### config.mk
export PLATFORM = sky130hd
export DESIGN_NAME = edid_hpd_sequencer
export DESIGN_NICKNAME = d
export VERILOG_FILES = /design/src/rtl/edid_ctl_pkg.sv /design/src/rtl/hpd_debounce.sv /design/src/rtl/edid_hpd_sequencer.sv
export SDC_FILE = /design/constraint.sdc
export NUM_CORES = 1
export LEC_CHECK = 0
export CAP_MARGIN = 20
export CORE_MARGIN = 4
export CORE_UTILIZATION = 30
export CTS_BUF_LIST = sky130_fd_sc_hd__clkbuf_4 sky130_fd_sc_hd__clkbuf_8
export DETAILED_ROUTE_END_ITERATION = 10
export PLACE_DENSITY_LB_ADDON = 0.25
export SLEW_MARGIN = 20
export SYNTH_ARGS = -nofsm -noshare
export SYNTH_HDL_FRONTEND = slang
export SYNTH_SLANG_ARGS = --single-unit
### constraint.sdc
create_clock -name gclk -period 5.2 [get_ports gclk]
set_input_delay 1.04 -clock gclk [delete_from_list [all_inputs] [get_ports gclk]]
set_output_delay 1.04 -clock gclk [all_outputs]
set_load 0.005 [all_outputs]
### src/rtl/edid_ctl_pkg.sv
// Shared types and default timing for the DDC/EDID controller (25 MHz system clock).
package edid_ctl_pkg;

  typedef enum logic [2:0] {
    DISC,
    HPD_LOW,
    START,
    WAIT_OK,
    RECOVER,
    CONNECTED,
    FAILED
  } seq_state_e;

  localparam int DEF_DEBOUNCE_CYC = 250000;
  localparam int DEF_HPD_LOW_CYC  = 2500000;
  localparam int DEF_TIMEOUT_CYC  = 12500000;
  localparam int DEF_RST_CYC      = 16;
  localparam int DEF_MAX_RETRY    = 3;

  function automatic int max_of(input int a, input int b);
    return (a > b) ? a : b;
  endfunction

endpackage

### src/rtl/hpd_debounce.sv
// Two-flop synchroniser and debounce filter for the monitor hot-plug line.
// The output only changes after the synchronised input has disagreed with it
// for DEBOUNCE_CYC consecutive cycles, so short glitches never get through.
module hpd_debounce
  import edid_ctl_pkg::*;
#(
  parameter int DEBOUNCE_CYC = DEF_DEBOUNCE_CYC
) (
  input  logic gclk,
  input  logic rst,
  input  logic hpd_i,
  output logic level_o
);

  localparam int DB_W = $clog2(DEBOUNCE_CYC) + 1;

  logic [1:0]      sync_q;
  logic            level_q, level_d;
  logic [DB_W-1:0] cnt_q, cnt_d;

  // Bring the asynchronous hot-plug level into the gclk domain.
  always_ff @(posedge gclk or negedge rst) begin
    if (!rst) begin
      sync_q <= 2'b00;
    end else begin
      sync_q <= {sync_q[0], hpd_i};
    end
  end

  // Count consecutive disagreeing samples; any agreeing sample restarts the count.
  always_comb begin
    level_d = level_q;
    cnt_d   = '0;
    if (sync_q[1] != level_q) begin
      if (cnt_q >= DB_W'(DEBOUNCE_CYC - 1)) begin
        level_d = ~level_q;
        cnt_d   = '0;
      end else begin
        cnt_d = cnt_q + 1'b1;
      end
    end
  end

  // Debounced level and its stability counter.
  always_ff @(posedge gclk or negedge rst) begin
    if (!rst) begin
      level_q <= 1'b0;
      cnt_q   <= '0;
    end else begin
      level_q <= level_d;
      cnt_q   <= cnt_d;
    end
  end

  assign level_o = level_q;

endmodule

### src/rtl/edid_hpd_sequencer.sv
// EDID pass-through sequencer: debounces monitor hot-plug, resets and launches
// the EDID engine, supervises each fetch with a timeout and bounded retries,
// and raises source-side HPD only once a fresh EDID image has been fetched.
module edid_hpd_sequencer
  import edid_ctl_pkg::*;
#(
  parameter int DEBOUNCE_CYC = DEF_DEBOUNCE_CYC,
  parameter int HPD_LOW_CYC  = DEF_HPD_LOW_CYC,
  parameter int TIMEOUT_CYC  = DEF_TIMEOUT_CYC,
  parameter int RST_CYC      = DEF_RST_CYC,
  parameter int MAX_RETRY    = DEF_MAX_RETRY
) (
  input  logic                           gclk,
  input  logic                           rst,
  input  logic                           sink_hpd,
  input  logic                           force_refresh,
  output logic                           edid_rst_n,
  output logic                           edid_init,
  input  logic                           edid_ok,
  output logic                           src_hpd,
  output logic                           busy,
  output logic                           fail,
  output logic [$clog2(MAX_RETRY+1)-1:0] retry_cnt
);

  localparam int RETRY_W   = $clog2(MAX_RETRY + 1);
  localparam int MAX_PHASE = max_of(max_of(HPD_LOW_CYC, TIMEOUT_CYC), RST_CYC);
  localparam int CNT_W     = $clog2(MAX_PHASE) + 1;

  localparam logic [CNT_W-1:0]   HPD_LAST   = CNT_W'(HPD_LOW_CYC - 1);
  localparam logic [CNT_W-1:0]   TO_LAST    = CNT_W'(TIMEOUT_CYC - 1);
  localparam logic [CNT_W-1:0]   RST_LAST   = CNT_W'(RST_CYC - 1);
  localparam logic [CNT_W-1:0]   RST_LEN    = CNT_W'(RST_CYC);
  localparam logic [RETRY_W-1:0] RETRY_LAST = RETRY_W'(MAX_RETRY);

  logic hpd_db;

  seq_state_e       state_q, state_d;
  logic [CNT_W-1:0] cnt_q, cnt_d, cnt_inc;
  logic [RETRY_W-1:0] retry_q, retry_d;
  logic fail_q, fail_d;
  logic rstn_q, rstn_d;
  logic init_q, init_d;
  logic src_q, src_d;
  logic busy_q, busy_d;

  hpd_debounce #(
    .DEBOUNCE_CYC(DEBOUNCE_CYC)
  ) u_debounce (
    .gclk   (gclk),
    .rst    (rst),
    .hpd_i  (sink_hpd),
    .level_o(hpd_db)
  );

  assign cnt_inc = (cnt_q == '1) ? cnt_q : cnt_q + 1'b1;

  // Next-state logic; outputs are decoded from the next state so they are registered.
  always_comb begin
    state_d = state_q;
    cnt_d   = cnt_inc;
    retry_d = retry_q;
    fail_d  = fail_q;

    case (state_q)
      DISC: begin
        cnt_d = '0;
        if (hpd_db) begin
          state_d = HPD_LOW;
        end
      end
      HPD_LOW: begin
        if (cnt_q >= HPD_LAST) begin
          state_d = START;
          cnt_d   = '0;
        end
      end
      START: begin
        state_d = WAIT_OK;
        cnt_d   = '0;
      end
      WAIT_OK: begin
        if (edid_ok) begin
          state_d = CONNECTED;
          cnt_d   = '0;
        end else if (cnt_q >= TO_LAST) begin
          cnt_d = '0;
          if (retry_q < RETRY_LAST) begin
            retry_d = retry_q + 1'b1;
            state_d = RECOVER;
          end else begin
            state_d = FAILED;
          end
        end
      end
      RECOVER: begin
        if (cnt_q >= RST_LAST) begin
          state_d = START;
          cnt_d   = '0;
        end
      end
      CONNECTED: begin
        cnt_d = '0;
        if (force_refresh) begin
          state_d = HPD_LOW;
        end
      end
      FAILED: begin
        cnt_d = '0;
        if (force_refresh) begin
          state_d = HPD_LOW;
        end
      end
      default: begin
        state_d = DISC;
        cnt_d   = '0;
      end
    endcase

    if (!hpd_db) begin
      state_d = DISC;
      cnt_d   = '0;
      retry_d = retry_q;
    end

    if (state_d == HPD_LOW && state_q != HPD_LOW) begin
      cnt_d   = '0;
      retry_d = '0;
      fail_d  = 1'b0;
    end

    if (state_d == FAILED) begin
      fail_d = 1'b1;
    end

    busy_d = (state_d == HPD_LOW) || (state_d == START) ||
             (state_d == WAIT_OK) || (state_d == RECOVER);
    src_d  = (state_d == CONNECTED);
    init_d = (state_d == START);
    rstn_d = !((state_d == DISC) || (state_d == FAILED) ||
               (((state_d == HPD_LOW) || (state_d == RECOVER)) && (cnt_d < RST_LEN)));
  end

  // State, phase counter, retry bookkeeping and registered outputs.
  always_ff @(posedge gclk or negedge rst) begin
    if (!rst) begin
      state_q <= DISC;
      cnt_q   <= '0;
      retry_q <= '0;
      fail_q  <= 1'b0;
      rstn_q  <= 1'b0;
      init_q  <= 1'b0;
      src_q   <= 1'b0;
      busy_q  <= 1'b0;
    end else begin
      state_q <= state_d;
      cnt_q   <= cnt_d;
      retry_q <= retry_d;
      fail_q  <= fail_d;
      rstn_q  <= rstn_d;
      init_q  <= init_d;
      src_q   <= src_d;
      busy_q  <= busy_d;
    end
  end

  assign edid_rst_n = rstn_q;
  assign edid_init  = init_q;
  assign src_hpd    = src_q;
  assign busy       = busy_q;
  assign fail       = fail_q;
  assign retry_cnt  = retry_q;

endmodule

==> results.cfg <==
[clock_network]
postCtsSetupBuffers = 0
root_buffer = clkbuf_8
clkSlewWorstSetupHoldPaths_ps = 80
htreeDepth = 3
cts.sinks = 57
hold_buffers = 0
cts_buffers = 9
post_cts_resized = 0
ctsLongestPathBuffers = 2
cts_tree = done
clk-insertion-delay-late_ps = 350

[sta]
setup_violations = 0
setup-tns-final_ps = 0
period_share = 0.589
rsz0062_at_grt = no
maxSlewViolCount = 0
relSlewSlack = 0.294
timing.fmax_ghz = 0.327
tightestPinTransition_ps = 1060
hold_viol = 0
period_minus_slack_ps = 3060
skew_ps = 9.93

[synthesis]
synth_common_cells = dfrtp_1 (57), nor2_1 (56), nand2_1 (25), nand3_1 (22), xor2_1 (19)
synthSimpleGateAreaFrac = 0.282
synth_largest_area_cell = dfrtp_1
synth_compound_area_frac = 0.147
async_flop_share = 1.00
avgSynthCellArea_um2 = 8.97
yosysWarnings = 0
synth-edff-count = 0
syn_area_um2 = 3430
ys_top_cells_by_area = dfrtp_1 (42%), nor2_1 (6.1%), xor2_1 (4.8%)
synth-xor-area-share = 0.0893
synthMuxAreaShare = 0.0149
synthFlopType = dfrtp_1
yosysSeqAreaShare = 0.415
syn_inst = 383
synth_most_common_cell = dfrtp_1
synthAdderAreaFrac = 0.0109
ys_types = 61
synth_top_family_by_area = simple AND/OR/NAND/NOR gates
ys_seq_elements = 57
yosysTopAreaCellShare = 0.415

[route]
drt_iter0_drc = 250
vias = 2853
final_antenna_net_count = 0
drt-pass1-iter-count = 4
drcViolationCount = 0
wl_per_cell_um = 15.5
routed_wl_um = 8170
post_drt_via_cell_ratio = 5.40

[die]
core_um2 = 11000
die_h_um = 115
dieArea_um2 = 13200
io_pins = 12
die_w_um = 115
initial_core_util = 0.311
fp-row-count = 38

[power_and_ir_drop]
p_per_area_nw_per_um2 = 261
power.total_mw = 0.997
power.leakage_nw = 1.51
peakVddDrop_v = 0.000186

[placement]
portBuffers = 11
gp_congestion = 0.897
hpwl_um = 5670

[global_route]
grt_pass1_wl_um = 13500
antenna_found_initial = 0
grt_overflow = 0
grt_max_degree = 58
track_usage = 0.129
grt_pass1_vias = 2752

[run]
maxCapViolations = 0

[worst_setup_path]
worstPathMaxFanout = 25
cp-end-kind = flop
startpoint = cnt_q[14]
slowest_delay_ps = 890
start_kind = flop
crit_type = flop to flop
path_cells = or3_1 -> o2bb2a_4 -> a2111o_1 -> nand3_1 -> nor2_1 -> o31ai_4 -> o32ai_1
crit_arrival_ps = 3240
reg2reg_from = cnt_q[14]
cp_slowest_cell = o31ai_4
required_ps = 5380

[finish]
antenna-diode-count = 0
area_growth_pct = 11.1
nets = 391
drive_gt1_frac = 0.0799
fillerInstances = 1168

[min_path]
min_from = u_debounce.sync_q[0]
hp-class = flop to flop

[status]
status = finished, final reports clean
-- placed cells by master, fill, tap and decap left out, types with 3 or more instances in the layout --
| master | Yosys | routed |
|---|---|---|
| clkinvlp_4 | 0 | 3 |
| a31oi_1 | 6 | 6 |
| and4_1 | 5 | 5 |
| clkdlybuf4s50_1 | 0 | 10 |
| o31ai_1 | 3 | 3 |
| nand4_1 | 17 | 17 |
| nand3_1 | 22 | 22 |
| nor4_1 | 6 | 6 |
| a21o_1 | 3 | 3 |
| o211ai_1 | 4 | 4 |
| and3_1 | 10 | 10 |
| clkbuf_8 | 0 | 10 |
| xor2_1 | 19 | 19 |
| a211oi_1 | 6 | 6 |
| o21ai_0 | 6 | 6 |
| dfrtp_1 | 57 | 57 |
| ha_1 | 3 | 3 |
| nor3_1 | 13 | 13 |
| or3_1 | 5 | 5 |
| inv_1 | 6 | 6 |
| a21oi_1 | 15 | 15 |
| nor2b_1 | 4 | 4 |
| nand2_1 | 25 | 25 |
| nor2_1 | 56 | 56 |
| and2_1 | 6 | 6 |
| mux2i_1 | 4 | 4 |
| xnor2_1 | 16 | 16 |
-- metrics by stage --
| stage | hold slack, ps | instance area [um^2] | utilization | setup WS [ps] | std cells |
|---|---|---|---|---|---|
| 6_report | 375 | 3820 | 0.346 | 2140 | 528 |
| 5_1_grt | 384 | 3820 | 0.346 | 1930 | 528 |
| 4_1_cts | 378 | 3820 | 0.346 | 2150 | 528 |
| 3_5_place_dp | 335 | 3610 | 0.327 | 2070 | 512 |
| 3_3_place_gp | 339 | 3610 | 0.327 | 2120 | 512 |
| 2_1_floorplan | 331 | 3440 | - | 2640 | 384 |
-- cells by family (layout without fill, tap and decap cells) --
group,after synthesis,in the layout
simple gates,185,185
compound gates,67,67
flops,57,57
xor+xnor,35,35
buf+inv,30,34
mux,5,5
fa+ha+maj,3,3
other cells,1,2
-- flip-flops by register name, summed over array words and instances, names as in the netlist --
signal and cells:
busy 1, src_hpd 1, edid_rst_n 1, u_debounce.level_o 1, state_q 3, retry_cnt 2, u_debounce.sync_q 2, u_debounce.cnt_q 19
fail 1, edid_init 1, cnt_q 25
-- worst paths after layout --
check	endpoint	slack, ps	cells past startpoint
worst max-delay path	edid_rst_n	2140	7
worst max register to register	edid_rst_n	2140	7
max in group asynchronous	cnt_q[19]	3890	2
worst min-delay path	u_debounce.sync_q[1]	370	0
min in group asynchronous	u_debounce.cnt_q[14]	820	2
worst min register to register	u_debounce.sync_q[1]	370	0
-- critical path, delay by kind of cell (launching register included) --
kind             cells  cell delay, ps
flip-flops           1             510
AND/OR/NAND/NOR      3             660
AO/OA/AOI/OAI        4            1730
-- area by class of cell --
class	instances	area, um^2	share of cell area
well taps	140	175	0.0459
multi-input cells	297	1880	0.491
clock inverters	6	66.3	0.0174
inverters	6	22.5	0.00590
flip-flops and latches	57	1430	0.374
repair buffers	12	113	0.0295
clock buffers	10	138	0.0361
-- where the power goes --
part / internal [mW] / switching (mW) / leakage [nW]
Combinational: 0.0409 / 0.0581 / 0.633
Clock: 0.235 / 0.192 / 0.0949
Sequential: 0.455 / 0.0157 / 0.778
Total: 0.731 / 0.266 / 1.51
-- routing by layer --
metal,global-route usage,part of all wire,up-vias
met3,0.0437,0.050,12
met2,0.196,0.44,70
met1,0.171,0.49,1384
met5,0,0,-
met4,0.0430,0.014,0
li1,-,-,1387
Note: power is estimated with default switching activity, not from simulation.
